==> config.mk <==
export PLATFORM = sky130hd
export DESIGN_NAME = codemem_readback
export DESIGN_NICKNAME = d
export VERILOG_FILES = /design/src/rtl/codemem_readback.sv
export SDC_FILE = /design/constraint.sdc
export NUM_CORES = 1
export LEC_CHECK = 0
export CAP_MARGIN = 20
export CORE_ASPECT_RATIO = 1.75
export CORE_MARGIN = 8
export CORE_UTILIZATION = 41
export DETAILED_ROUTE_END_ITERATION = 6
export HOLD_SLACK_MARGIN = 0.08
export PLACE_DENSITY = 0.86
export SLEW_MARGIN = 20
export SYNTH_ARGS = -nofsm -noshare
export SYNTH_HDL_FRONTEND = slang
export SYNTH_SLANG_ARGS = --single-unit
==> constraint.sdc <==
create_clock -name clk -period 3.3 [get_ports clk]
set_input_delay 0.66 -clock clk [delete_from_list [all_inputs] [get_ports clk]]
set_output_delay 0.66 -clock clk [all_outputs]
set_load 0.01 [all_outputs]
==> src/rtl/codemem_readback.sv <==
// Purpose: reads code memory word by word and presents each word as two 32-bit halves for host readback.
// Latency: start -> rd_en next cycle -> inst_valid RD_LATENCY+1 cycles after rd_en (3 cycles after start for RD_LATENCY=1).
// Backpressure: a presented word is held until the host has read both halves; strobes outside HOLD are ignored.
module codemem_readback #(
    parameter int CODE_ADDR_WIDTH = 10,
    parameter int CODE_DATA_WIDTH = 64,
    parameter int RD_LATENCY      = 1     // 1..4; the wait counter is 2 bits wide
) (
    input  logic                       clk,
    input  logic                       rst,
    input  logic                       readback_start,
    input  logic                       inst_low_rd_strobe,
    input  logic                       inst_high_rd_strobe,
    output logic [CODE_ADDR_WIDTH-1:0] code_mem_rd_addr,
    output logic                       code_mem_rd_en,
    input  logic [CODE_DATA_WIDTH-1:0] code_mem_rd_data,
    output logic [31:0]                inst_high_value,
    output logic [31:0]                inst_low_value,
    output logic                       inst_valid,
    output logic [CODE_ADDR_WIDTH-1:0] readback_addr,
    output logic                       readback_wrap
);

    localparam logic [1:0] ST_IDLE  = 2'd0;
    localparam logic [1:0] ST_ISSUE = 2'd1;
    localparam logic [1:0] ST_WAIT  = 2'd2;
    localparam logic [1:0] ST_HOLD  = 2'd3;

    // Counter value in the WAIT cycle during which read data is on the bus.
    localparam logic [1:0] LAST_CNT = 2'(RD_LATENCY - 1);
    localparam logic [CODE_ADDR_WIDTH-1:0] ADDR_MAX = '1;

    logic [1:0]                 state_q, state_d;
    logic [CODE_ADDR_WIDTH-1:0] addr_q, addr_d;
    logic                       low_seen_q, low_seen_d;
    logic                       high_seen_q, high_seen_d;
    logic [1:0]                 cnt_q, cnt_d;
    logic [31:0]                high_q, high_d;
    logic [31:0]                low_q, low_d;
    logic                       wrap_q, wrap_d;
    logic                       capture;
    logic                       low_nxt, high_nxt;

    // Next-state logic: a start pulse overrides whatever the FSM is doing.
    always_comb begin
        state_d     = state_q;
        addr_d      = addr_q;
        low_seen_d  = low_seen_q;
        high_seen_d = high_seen_q;
        cnt_d       = cnt_q;
        wrap_d      = 1'b0;
        capture     = 1'b0;
        low_nxt     = low_seen_q | inst_low_rd_strobe;
        high_nxt    = high_seen_q | inst_high_rd_strobe;

        if (readback_start) begin
            // Abort: any read still in flight is dropped because WAIT is left.
            state_d     = ST_ISSUE;
            addr_d      = '0;
            low_seen_d  = 1'b0;
            high_seen_d = 1'b0;
            cnt_d       = 2'd0;
        end else begin
            case (state_q)
                ST_ISSUE: begin
                    state_d = ST_WAIT;
                    cnt_d   = 2'd0;
                end
                ST_WAIT: begin
                    if (cnt_q == LAST_CNT) begin
                        capture = 1'b1;
                        state_d = ST_HOLD;
                    end else begin
                        cnt_d = cnt_q + 2'd1;
                    end
                end
                ST_HOLD: begin
                    if (low_nxt && high_nxt) begin
                        state_d     = ST_ISSUE;
                        addr_d      = addr_q + 1'b1;
                        wrap_d      = (addr_q == ADDR_MAX);
                        low_seen_d  = 1'b0;
                        high_seen_d = 1'b0;
                    end else begin
                        low_seen_d  = low_nxt;
                        high_seen_d = high_nxt;
                    end
                end
                default: ;  // IDLE waits for start and ignores strobes
            endcase
        end

        high_d = capture ? code_mem_rd_data[63:32] : high_q;
        low_d  = capture ? code_mem_rd_data[31:0]  : low_q;
    end

    // State and datapath registers, cleared asynchronously.
    always_ff @(posedge clk or posedge rst) begin
        if (rst) begin
            state_q     <= ST_IDLE;
            addr_q      <= '0;
            low_seen_q  <= 1'b0;
            high_seen_q <= 1'b0;
            cnt_q       <= 2'd0;
            high_q      <= 32'd0;
            low_q       <= 32'd0;
            wrap_q      <= 1'b0;
        end else begin
            state_q     <= state_d;
            addr_q      <= addr_d;
            low_seen_q  <= low_seen_d;
            high_seen_q <= high_seen_d;
            cnt_q       <= cnt_d;
            high_q      <= high_d;
            low_q       <= low_d;
            wrap_q      <= wrap_d;
        end
    end

    assign code_mem_rd_en   = (state_q == ST_ISSUE);
    assign code_mem_rd_addr = addr_q;
    assign inst_valid       = (state_q == ST_HOLD);
    assign inst_high_value  = high_q;
    assign inst_low_value   = low_q;
    assign readback_addr    = addr_q;
    assign readback_wrap    = wrap_q;

endmodule

==> results_dict.tcl <==
set metrics [dict create \
    switching_share_pct 27.1 \
    cts_buffer_depth 2 \
    layout-drive-gt1-share_pct 22.4 \
    start_util_pct 41.9 \
    cp_cell_sequence "nand2_1 -> inv_1 -> clkdlybuf4s50_1" \
    wl_mm 9.55 \
    yosysWarnings 0 \
    cts_sinks 81 \
    dieArea_um2 11300 \
    synth.top_cells.by_area "dfrtp_1 (61%), mux2_2 (22%), buf_4 (2.3%)" \
    cts_tree "done" \
    fin_crit_sh_pct 71.8 \
    avgViaCountPerCell 5.09 \
    synth.mux.area_fraction_pct 21.8 \
    final_cell_mix "clkdlybuf4s50_1 (155), dfrtp_1 (81), mux2_2 (64), nor2_1 (13), clkbuf_16 (9)" \
    fin_cells 483 \
    pre_cts_slack_ns 0.778 \
    worstMarginPinSlew_ns 0.555 \
    synth_xor_area_share_pct 1.59 \
    drc 0 \
    p_seq_share_pct 41.7 \
    clockPowerShare_pct 27.0 \
    cp_slowest_stage_delay_ns 0.60 \
    skew_ns 0.00344 \
    first_pass_iters 4 \
    slew-limit-headroom_pct 62.8 \
    crit_family "buffers and inverters" \
    async_flop_share_pct 100 \
    core_area_um2 7910 \
    antenna_left 0 \
    synth-compound-area-share_pct 3.82 \
    p_leak_uw 0.00214 \
    grt_usage_pct 16.9 \
    final_common_cell "clkdlybuf4s50_1" \
    p_comb_share_pct 31.3 \
    final_hold_viol_count 0 \
    htree_levels 3 \
    p_int_uw 2390 \
    netlist_instances 238 \
    p_switching_uw 888 \
    dpl.cell_count 467 \
    gpl.final_weighted_congestion 0.743 \
    hold_class "flip-flop to flip-flop" \
    die_y_um 135 \
    numPortBuffers 155 \
    synth_edf_count 0 \
    area_growth_pct 56.2 \
    worstSetupStartpointType "flip-flop" \
    synth_simple_gate_area_share_pct 6.05 \
    synth_top_cell_area_share_pct 61.2 \
    synth_top_family_by_area "multiplexers" \
    post_cts_buffers 0 \
    grt_max_degree 82 \
    ys_ff_latch 81 \
    layout_setup_ws_ns 0.932 \
    yosysUniqueCellTypes 29 \
    drt_first_iter_violations 89 \
    peakVddDrop_v 0.000286 \
    via_count 2459 \
    crit_buf_inv 2 \
    cts_resized 0 \
    path_class "flip-flop to output port" \
    ys.flop_type "dfrtp_1" \
    drv_cap 0 \
    gr-total-overflow 0 \
    cts-buffers-inserted 9 \
    synth_nets 309 \
    fin_nets 459 \
    clock.fmax_ghz 0.422 \
    ys_seq_area_share_pct 61.2 \
    row_count 43 \
    wl_per_cell_um 19.8 \
    placed_area_um2 4910 \
    power.density_nw_per_um2 633 \
    fin_util_pct 65.4 \
    synth_fa_ha_area_share_pct 0.756 \
    fp.dieW_um 83.9 \
    grt_pass1_vias 2773 \
    synth_area_um2 3310 \
    n_antenna_cell 0 \
    end_kind "output port" \
    rsz0062_at_grt "false" \
    insertion_delay_ns 0.33 \
    critPathSlowestCell "dfrtp_1" \
    ioPinCount 156 \
    cp_data_required_time_ns 2.64 \
    cts_root_buf "clkbuf_16" \
    syn_area_per_cell_um2 13.9 \
    setup_violations 0 \
    final-max-slew-violation-count 0 \
    clk_pin_slew_ns 0.06 \
    outcome "finished clean" \
    antenna_found_initial 0 \
    dp_hpwl_mm 7.38 \
    cp.arrival_ns 1.71 \
    path_max_fanout 12 \
    cts_hold_buf 0 \
    yosysTopAreaCell "dfrtp_1" \
    grt_pass1_wl_mm 15.0 \
    finalSetupTns_ns 0 \
    fin_area_um2 5170 \
    min_period_ns 2.37 \
]
==> power by group through the flow <==
stage / Sequential [µW] / Clock [µW] / Combinational (µW)
2_1_floorplan: 1480 / 0 / 260
3_3_place_gp: 1360 / 0 / 1010
3_5_place_dp: 1380 / 0 / 1040
4_1_cts: 1370 / 898 / 1050
5_1_grt: 1400 / 947 / 1080
6_report: 1360 / 885 / 1030
==> sequential cells by signal (all words and copies together), names as in the netlist <==
name	flops
cnt_q	2
high_seen_q	1
inst_low_value	32
inst_high_value	32
state_q	2
low_seen_q	1
readback_wrap	1
code_mem_rd_addr	10
==> layer usage <==
layer,wire length [µm],vias to the layer above,track usage (%)
met5,0,-,0
met1,3270,1225,15.6
li1,-,1118,-
met4,259,0,7.92
met2,5520,98,32.4
met3,497,18,5.13
==> cells by family (layout without fill, tap and decap cells) <==
logic type | after synthesis | count (layout)
compound gates | 18 | 18
buf+inv | 28 | 183
mux | 64 | 64
fa+ha+maj | 2 | 2
simple gates | 39 | 39
flops | 81 | 81
xor+xnor | 6 | 6
==> through the flow <==
stage	hold slack, ns	total power (µW)
final	0.492	3280
after global routing	0.524	3430
after CTS	0.491	3310
after detailed placement	0.484	2430
after global placement	0.469	2370
after floorplan	0.455	1740
==> cells in the mapped netlist (all sizes together), types with 2 or more instances <==
master,n
dfrtp,81
mux2,64
buf,18
nor2,13
inv,8
nand2,7
a21oi,6
xnor2,6
nand3,4
o21ai,4
nor3,3
nor4,3
a21o,2
a22oi,2
clkbuf,2
ha,2
nor4b,2
or3,2
==> area by class of cell <==
cell class	instances	area (µm²)
repair buffers	159	1610
multi-input cells	129	1130
inverters	8	31.3
fillers	619	2740
flip-flops and latches	81	2030
clock inverters	7	37.5
well taps	90	113
clock buffers	9	225
==> path summary, 6_finish.rpt <==
kind	cells past startpoint	end	slack [ns]	startpoint
min in group asynchronous	3	inst_high_value[16]	0.75	rst
min	1	low_seen_q	0.49	high_seen_q
max reg2reg	6	inst_low_value[13]	1.28	cnt_q[0]
min reg2reg	1	low_seen_q	0.49	high_seen_q
max in group asynchronous	3	inst_high_value[27]	2.24	rst
max	3	inst_valid	0.93	state_q[0]
(Power assumes the default switching activity.)
